### src/rtl/top_level_module_pkg.sv
// Shared definitions for the SPI man-in-the-middle bridge: mode encodings,
// frame geometry and opcode constants.
package top_level_module_pkg;

  typedef enum logic [1:0] {
    MODE_FORWARD  = 2'd0,
    MODE_SUB_ALL  = 2'd1,
    MODE_SUB_READ = 2'd2,
    MODE_BLOCK    = 2'd3
  } mode_e;

  localparam int unsigned FRAME_SIZE = 20;
  localparam int unsigned DATA_WIDTH = 8;
  localparam int unsigned CNT_W      = 5;

  localparam logic [2:0] OP_READ  = 3'b110;
  localparam logic [2:0] OP_WRITE = 3'b101;

  function automatic mode_e next_mode(input mode_e m);
    case (m)
      MODE_FORWARD:  return MODE_SUB_ALL;
      MODE_SUB_ALL:  return MODE_SUB_READ;
      MODE_SUB_READ: return MODE_BLOCK;
      default:       return MODE_FORWARD;
    endcase
  endfunction

endpackage

### src/rtl/top_level_module_button_debouncer.sv
// Push-button debouncer: 2-FF synchronizer plus a stability counter; a new
// level is accepted only after it has persisted DEBOUNCE_COUNT cycles.
module button_debouncer #(
  parameter int unsigned DEBOUNCE_COUNT = 120000
) (
  input  logic clk_i,
  input  logic rst_i,
  input  logic btn_i,
  output logic level_o
);

  localparam int unsigned CW = $clog2(DEBOUNCE_COUNT + 1);

  logic          sync1_q, sync2_q;
  logic          level_q, level_d;
  logic [CW-1:0] cnt_q, cnt_d;

  always_comb begin
    level_d = level_q;
    cnt_d   = '0;
    // Any return to the accepted level restarts the stability count.
    if (sync2_q != level_q) begin
      if (cnt_q == CW'(DEBOUNCE_COUNT - 1)) begin
        level_d = sync2_q;
      end else begin
        cnt_d = cnt_q + 1'b1;
      end
    end
  end

  always_ff @(posedge clk_i) begin
    if (rst_i) begin
      sync1_q <= 1'b1;
      sync2_q <= 1'b1;
      level_q <= 1'b1;
      cnt_q   <= '0;
    end else begin
      sync1_q <= btn_i;
      sync2_q <= sync1_q;
      level_q <= level_d;
      cnt_q   <= cnt_d;
    end
  end

  assign level_o = level_q;

endmodule

### src/rtl/top_level_module.sv
// SPI bridge: re-drives the four SPI lines with a fixed 3-cycle latency and
// optionally substitutes the data byte of 20-bit frames per the active mode.
module top_level_module
  import top_level_module_pkg::*;
#(
  parameter int unsigned           DEBOUNCE_COUNT = 120000,
  parameter logic [DATA_WIDTH-1:0] SUB_DATA       = 8'h5A
) (
  input  logic       ref_clk,
  input  logic       rst_btn,
  input  logic       mode_btn,
  input  logic       miso_in,
  input  logic       mosi_in,
  input  logic       sclk_in,
  input  logic       ss_in,
  output logic [1:0] mode_leds,
  output logic       comm_active_led,
  output logic       miso_out,
  output logic       mosi_out,
  output logic       sclk_out,
  output logic       ss_out
);

  localparam int unsigned       IDX_W      = $clog2(DATA_WIDTH);
  localparam logic [CNT_W-1:0]  FRAME_END  = CNT_W'(FRAME_SIZE);
  localparam logic [CNT_W-1:0]  FRAME_LAST = CNT_W'(FRAME_SIZE - 1);
  localparam logic [CNT_W-1:0]  SUB_START  = CNT_W'(FRAME_SIZE - DATA_WIDTH);
  localparam logic [CNT_W-1:0]  OP_BITS    = CNT_W'(3);

  logic [3:0]       meta_q, sync_q;
  logic             miso_s, mosi_s, sclk_s, ss_s;
  logic             sclk_prev_q;
  logic [1:0]       warm_q;
  logic             armed_q, armed_d;
  logic [CNT_W-1:0] cnt_q, cnt_d;
  logic [2:0]       opcode_q, opcode_d;
  mode_e            mode_q, mode_d;
  logic             pending_q, pending_d;
  logic             btn_level, btn_prev_q;
  logic [3:0]       out_q, out_d;

  logic             sclk_rise, ss_low, press, sub_pos, sub_bit;
  logic [IDX_W-1:0] sub_idx;

  button_debouncer #(
    .DEBOUNCE_COUNT(DEBOUNCE_COUNT)
  ) u_debounce (
    .clk_i  (ref_clk),
    .rst_i  (rst_btn),
    .btn_i  (mode_btn),
    .level_o(btn_level)
  );

  assign {miso_s, mosi_s, sclk_s, ss_s} = sync_q;

  always_comb begin
    sclk_rise = sclk_s & ~sclk_prev_q;
    // Synchronizer contents are only trusted once reset zeros have flushed out.
    ss_low    = ~ss_s & warm_q[1];
    press     = btn_prev_q & ~btn_level;

    armed_d  = armed_q | ss_low;
    cnt_d    = cnt_q;
    opcode_d = opcode_q;
    if (!ss_s) begin
      cnt_d    = '0;
      opcode_d = '0;
    end else if (sclk_rise && (cnt_q < FRAME_END)) begin
      cnt_d = cnt_q + 1'b1;
      if (cnt_q < OP_BITS) opcode_d = {opcode_q[1:0], mosi_s};
    end

    mode_d    = mode_q;
    pending_d = pending_q;
    if ((pending_q || press) && ss_low) begin
      mode_d    = next_mode(mode_q);
      pending_d = 1'b0;
    end else if (press) begin
      pending_d = 1'b1;
    end

    sub_pos = armed_q && (cnt_q >= SUB_START) && (cnt_q < FRAME_END);
    sub_idx = IDX_W'(FRAME_LAST - cnt_q);
    sub_bit = SUB_DATA[sub_idx];

    out_d = {miso_s, mosi_s, sclk_s, ss_s};
    if (sub_pos) begin
      case (mode_q)
        MODE_SUB_ALL: begin
          out_d[3] = sub_bit;
          out_d[2] = sub_bit;
        end
        MODE_SUB_READ: if (opcode_q == OP_READ) out_d[3] = sub_bit;
        default: ;
      endcase
    end
    if (mode_q == MODE_BLOCK) out_d[0] = 1'b0;
  end

  always_ff @(posedge ref_clk) begin
    if (rst_btn) begin
      meta_q      <= '0;
      sync_q      <= '0;
      sclk_prev_q <= 1'b0;
      warm_q      <= '0;
      armed_q     <= 1'b0;
      cnt_q       <= '0;
      opcode_q    <= '0;
      mode_q      <= MODE_FORWARD;
      pending_q   <= 1'b0;
      btn_prev_q  <= 1'b1;
      out_q       <= '0;
    end else begin
      meta_q      <= {miso_in, mosi_in, sclk_in, ss_in};
      sync_q      <= meta_q;
      sclk_prev_q <= sclk_s;
      warm_q      <= {warm_q[0], 1'b1};
      armed_q     <= armed_d;
      cnt_q       <= cnt_d;
      opcode_q    <= opcode_d;
      mode_q      <= mode_d;
      pending_q   <= pending_d;
      btn_prev_q  <= btn_level;
      out_q       <= out_d;
    end
  end

  assign {miso_out, mosi_out, sclk_out, ss_out} = out_q;
  assign mode_leds       = mode_q;
  assign comm_active_led = ss_s;

endmodule

### config.mk
export PLATFORM = sky130hd
export DESIGN_NAME = top_level_module
export DESIGN_NICKNAME = d
export VERILOG_FILES = /design/src/rtl/top_level_module_pkg.sv /design/src/rtl/top_level_module_button_debouncer.sv /design/src/rtl/top_level_module.sv
export SDC_FILE = /design/constraint.sdc
export NUM_CORES = 1
export LEC_CHECK = 0
export CAP_MARGIN = 20
export CELL_PAD_IN_SITES_DETAIL_PLACEMENT = 2
export CELL_PAD_IN_SITES_GLOBAL_PLACEMENT = 2
export CORE_ASPECT_RATIO = 0.75
export CORE_UTILIZATION = 32
export CTS_CLUSTER_DIAMETER = 80
export CTS_CLUSTER_SIZE = 16
export DETAILED_ROUTE_END_ITERATION = 8
export HOLD_SLACK_MARGIN = 0.02
export PLACE_DENSITY = 0.81
export SLEW_MARGIN = 15
export SYNTH_ARGS = -nofsm -noshare
export SYNTH_HDL_FRONTEND = slang
export SYNTH_SLANG_ARGS = --single-unit
### constraint.sdc
create_clock -name ref_clk -period 2 [get_ports ref_clk]
set_input_delay 0.3 -clock ref_clk [delete_from_list [all_inputs] [get_ports ref_clk]]
set_output_delay 0.3 -clock ref_clk [all_outputs]
set_load 0.01 [all_outputs]
# Yosys cells after proc, flatten, opt, wreduce, memory -nomap -nowiden
# Memories as Yosys holds them, arrays and structs flattened.
# Cells that the tools add are included.
[word_totals] register_bits=48 mem_bits_ro=8 in_bits=7 output_inout_bits=7 wordCells=58 mem_count=1
[memory_table] memory="(name not given)" depth=8 width=1 rd=1 rd_clocked_by_memory_dff=0 wr=0 line="top_level_module.sv:84" text="sub_bit = SUB_DATA[sub_idx];"
[classes] add_sub_neg=3 n_lt_le_gt_ge=4 eq_ne=6 mux=7 n_bitwise=8 n_reduce_logical=12
[op_table] cell="adder 17 x 1 -> 17 bit, second input constant" n=1
[op_table] cell="equality test 17 bit, second input constant" n=1
[op_table] cell="case mux 2 bit (3 select lines)" n=1
[op_table] cell="OR reduction 2 bit" n=3
[op_table] cell="adder 5 x 1 -> 5 bit, second input constant" n=1
[op_table] cell="greater-or-equal comparator 5 x 4 -> 1 bit, second input constant" n=1
[op_table] cell="less-than comparator 5 x 2 -> 1 bit, second input constant" n=1
[op_table] cell="less-than comparator 5 bit, second input constant" n=1
[op_table] cell="equality test 2 bit, second input constant" n=2
[op_table] cell="logical AND 1 bit" n=4
[op_table] cell="less-than comparator 3 x 4 -> 1 bit, second input constant" n=1
[op_table] cell="2-to-1 mux 1 bit" n=4
[op_table] cell="inverter 1 bit" n=4
[op_table] cell="AND reduction 2 bit" n=2
[op_table] cell="bitwise AND 1 bit" n=3
[op_table] cell="equality test 3 bit, second input constant" n=1
[op_table] cell="OR reduction 3 bit" n=1
[op_table] cell="subtractor 2 x 3 -> 3 bit, first input constant" n=1
[op_table] cell="equality test 2 x 1 -> 1 bit, second input constant" n=1
[op_table] cell="zero test 2 bit" n=1
[op_table] cell="2-to-1 mux 2 bit" n=1
[op_table] cell="case mux 1 bit (2 select lines)" n=1
[op_table] cell="logical OR 1 bit" n=1
[op_table] cell="!= test 1 bit" n=1
[op_table] cell="OR 1 bit" n=1

# Depth between registers and ports, before layout
[depth] word_depth=6 depth_mapped=6 depth_no_buf=6

# Cells and area by module
# From an unflattened synthesis, not the netlist that was laid out.
[unflattened] hier_cells=198 area_unflattened_um2=1938.1
[by_module_without_submodules] mod="top_level_module" instances=1 cells_per_inst=102 area_per_inst_um2=1043.5 seq_area_each_um2=540.5
[by_module_without_submodules] mod="button_debouncer" instances=1 cells_per_inst=96 area_per_inst_um2=894.6 seq_area_each_um2=400.4

# Worst setup path after synthesis
# OpenSTA, ideal clock, no wires.
[synth_timing] kind="register -> register" startpoint="reg u_debounce.cnt_q[6]" endpoint="reg u_debounce.cnt_q[10]" setup_time_ps=115 arrival_ps=1335 t_required_ps=1885 slack_ps=550 stages_incl_launch_ff=6 path_buffers=1 synth_period_minus_slack_ps=1450 path_cell_list="dfxtp_1 and4b_2 nand4_1 o31ai_4 buf_6 nor2_1"
[synth_via] elab_chain_len=2 word_cells_on_any_way=3 cone_classes="1 x add/sub; 1 x eq/ne; 1 x reduce/logical"
[synth_rtl] element="start: declaration" line="top_level_module_button_debouncer.sv:16" text="logic [CW-1:0] cnt_q, cnt_d;"
[synth_rtl] element="start signal: assignment" line="top_level_module_button_debouncer.sv:41" text="cnt_q <= cnt_d;"
[synth_rtl] element="branches (longest 2 deep; another with adder 17 x 1 -> 17 bit)"
# Parallel ways; which one is timed is not known.
# A chain may end at the register's enable or synchronous reset.

# Worst setup path after layout
[layout_timing] startpoint="reg mode_q[1], in the netlist mode_leds[1]" endpoint="out mode_leds[1]"
[layout_lines] element="start: declaration" line="top_level_module.sv:37" text="mode_e mode_q, mode_d;"
[layout_lines] element="start signal: assignment" line="top_level_module.sv:121" text="mode_q <= mode_d;"
[layout_lines] element="end: declaration" line="top_level_module.sv:16" text="output logic [1:0] mode_leds,"
# No word-level cell between the ends.

==> metrics.cfg <==
[sta]
maxSlewHeadroom_pct = 70.0
skew_ns = 0.00590
setup_viol = 0
setup_tns_ns = 0
final_max_slew_viol_count = 0
finalWorstSetupSlack_ns = 0.379
layout_min_cycle_time_ns = 1.62
tightest_slew_ns = 0.445
fmax_mhz = 617
rsz0062_at_grt = no
final.period_utilization_pct = 81.0
finalHoldViolCount = 0

[yosys]
netlist-cell-type-count = 37
async_reset_ff_share_pct = 0
netlist_area_sq_mm = 0.00195
synth_flop_cell = dfxtp_1
yosysWarnings = 0
ys_seq_area_share_pct = 48.2
synth-edff-count = 0
synth_nets = 216
ys_ff_latch = 47
avgSynthCellArea_sq_um = 9.67
synthCells = 202

[critical_path]
slowest_delay_ns = 0.57
slowest_stage = clkdlybuf4s50_1
crit_type = reg2out
cp.required_ns = 1.70
cp.arrival_ns = 1.32
end_kind = output pin
worstPathCellList = clkdlybuf4s50_1
critPathBufInv = 1
path_delay_family = buffers and inverters
worstSetupStartpointType = register
worstPathMaxFanout = 6

[global_route]
busiest_layer = met2
antenna_found_initial = 0
grtUsageMet3_pct = 3.62
grtUsageMet1_pct = 21.1
grt_max_degree = 18
first_global_vias = 1541
grt_overflow = 0
grt_use_total_pct = 15.6
grt_pass1_wl_microns = 7720
use_met2_pct = 24.5

[clocking]
cts_hold_buf = 0
tritoncts.num_buffers = 5
cts_tree = done
numClockSinks = 47
clock_path_buffers = 2
clk_pin_slew_ns = 0.09
post_cts_buffers = 0
cts.htree.levels = 2
clock-root-buffer = clkbuf_8
cts_resized = 0
insertion_delay_ns = 0.30

[power]
p_leak_nw = 0.785
powerDensity_mw_per_mm2 = 704
peakVddDrop_mv = 0.348

[min_path]
hold_path.class = reg2reg

[die]
core_area_sq_mm = 0.00586
core.rowCount = 24
die-area_sq_mm = 0.00642
die_x_microns = 92.2
fp.dieH_microns = 69.7
io_pins = 14
initial_core_util_pct = 33.4

[run]
cap_violations = 0

[routing]
drt-pass1-iter-count = 4
vias = 1472
route.detailed.drc = 0
via_per_inst = 4.92
drt_iter0_drc = 79
totalWireLength_microns = 4400
postRouteAntennaNets = 0
wl_per_cell_microns = 14.7

[layout]
layout_commonest_cell = dfxtp_1
area_delta_synth_final_pct = 16.3
layout_common_cells = 47 x dfxtp_1, 35 x nor2_1, 13 x nor2b_1, 13 x clkdlybuf4s50_1, 12 x nand2_1
drive_gt1_share_pct = 12.2
diodes = 0
final_cells = 299
fin_nets = 235

[status]
status = finished, final reports clean

[place]
place.gp.congestion = 0.744
dp_cells = 292
io_buffers = 13
hpwl_microns = 3210
place_ws_ns = 0.367

[path summary, 6_finish.rpt]
path / start / to / slack (ns) / cells after the start
worst max-delay path: mode_leds[1] / mode_leds[1] / 0.38 / 1
worst max register to register: cnt_q[4] / out_q[2] / 0.40 / 4
worst min register to register: u_debounce.sync1_q / u_debounce.sync2_q / 0.43 / 1
worst min-delay path: u_debounce.sync1_q / u_debounce.sync2_q / 0.43 / 1
[kinds of logic after synthesis]
| kind of cell | Yosys count | share of synthesized area, % |
|---|---|---|
| buffers and inverters | 10 | 2.37 |
| muxes | 7 | 3.65 |
| and+or+nand+nor | 97 | 27.5 |
| xor gates and xnor gates | 18 | 8.07 |
| AOI/OAI and AO/OA | 16 | 5.77 |
| adders and majority gates | 7 | 4.48 |
| DFF | 47 | 48.2 |
[synthesized netlist by cell type (all sizes together) (2+ instances only)]
| master | n | area [sq um] |
|---|---|---|
| a21oi | 8 | 47.6 |
| and3 | 5 | 37.5 |
| buf | 2 | 16.3 |
| clkbuf | 3 | 11.3 |
| dfxtp | 47 | 941 |
| ha | 7 | 87.6 |
| inv | 5 | 18.8 |
| mux2i | 6 | 60.1 |
| nand2 | 12 | 45.0 |
| nand3 | 10 | 80.1 |
| nand3b | 2 | 15.0 |
| nand4 | 5 | 31.3 |
| nor2 | 35 | 131 |
| nor2b | 13 | 81.3 |
| nor3 | 4 | 20.0 |
| nor4 | 2 | 12.5 |
| o21ai | 3 | 15.0 |
| o31ai | 3 | 36.3 |
| or2 | 2 | 12.5 |
| or4 | 2 | 22.5 |
| xnor2 | 9 | 78.8 |
| xor2 | 9 | 78.8 |
[stage by stage]
step / utilization (%) / area (sq um) / hold WS, ns / power (mW)
finish: 38.8 / 2270 / 0.431 / 1.60
global route: 38.8 / 2270 / 0.450 / 1.67
CTS: 38.8 / 2270 / 0.440 / 1.63
detailed placement: 37.3 / 2180 / 0.410 / 1.04
global placement: 37.3 / 2180 / 0.416 / 1.03
floorplan: - / 1950 / 0.389 / 1.01
[layout make-up]
cell class	count	area, sq um
clock inverter	1	5.00
inverter	5	18.8
sequential	47	941
fill	647	3580
tap	78	97.6
clock buffer	6	82.6
multi-input combinational	145	966
timing repair buffer	17	160
[layer usage]
| metal | vias up | part of all wire, % |
|---|---|---|
| met1 | 724 | 50 |
| met3 | 7 | 2.8 |
| met4 | 0 | 1.4 |
| met2 | 20 | 46 |
| met5 | - | 0 |
| li1 | 721 | - |
[flip-flops by register name (all words and copies together) (netlist names), 2 cells and up]
signal / cells
u_debounce.cnt_q: 17
meta_q: 4
cnt_q: 5
opcode_q: 3
sync_q: 4
mode_leds: 2
out_q: 4
warm_q: 2
[power breakdown]
| group | switching [mW] | internal [mW] | total, mW |
|---|---|---|---|
| registers | 0.00744 | 0.951 | 0.958 |
| logic | 0.0262 | 0.0293 | 0.0556 |
| clock network | 0.312 | 0.272 | 0.584 |
No activity file was read; power rests on OpenSTA's default activity.
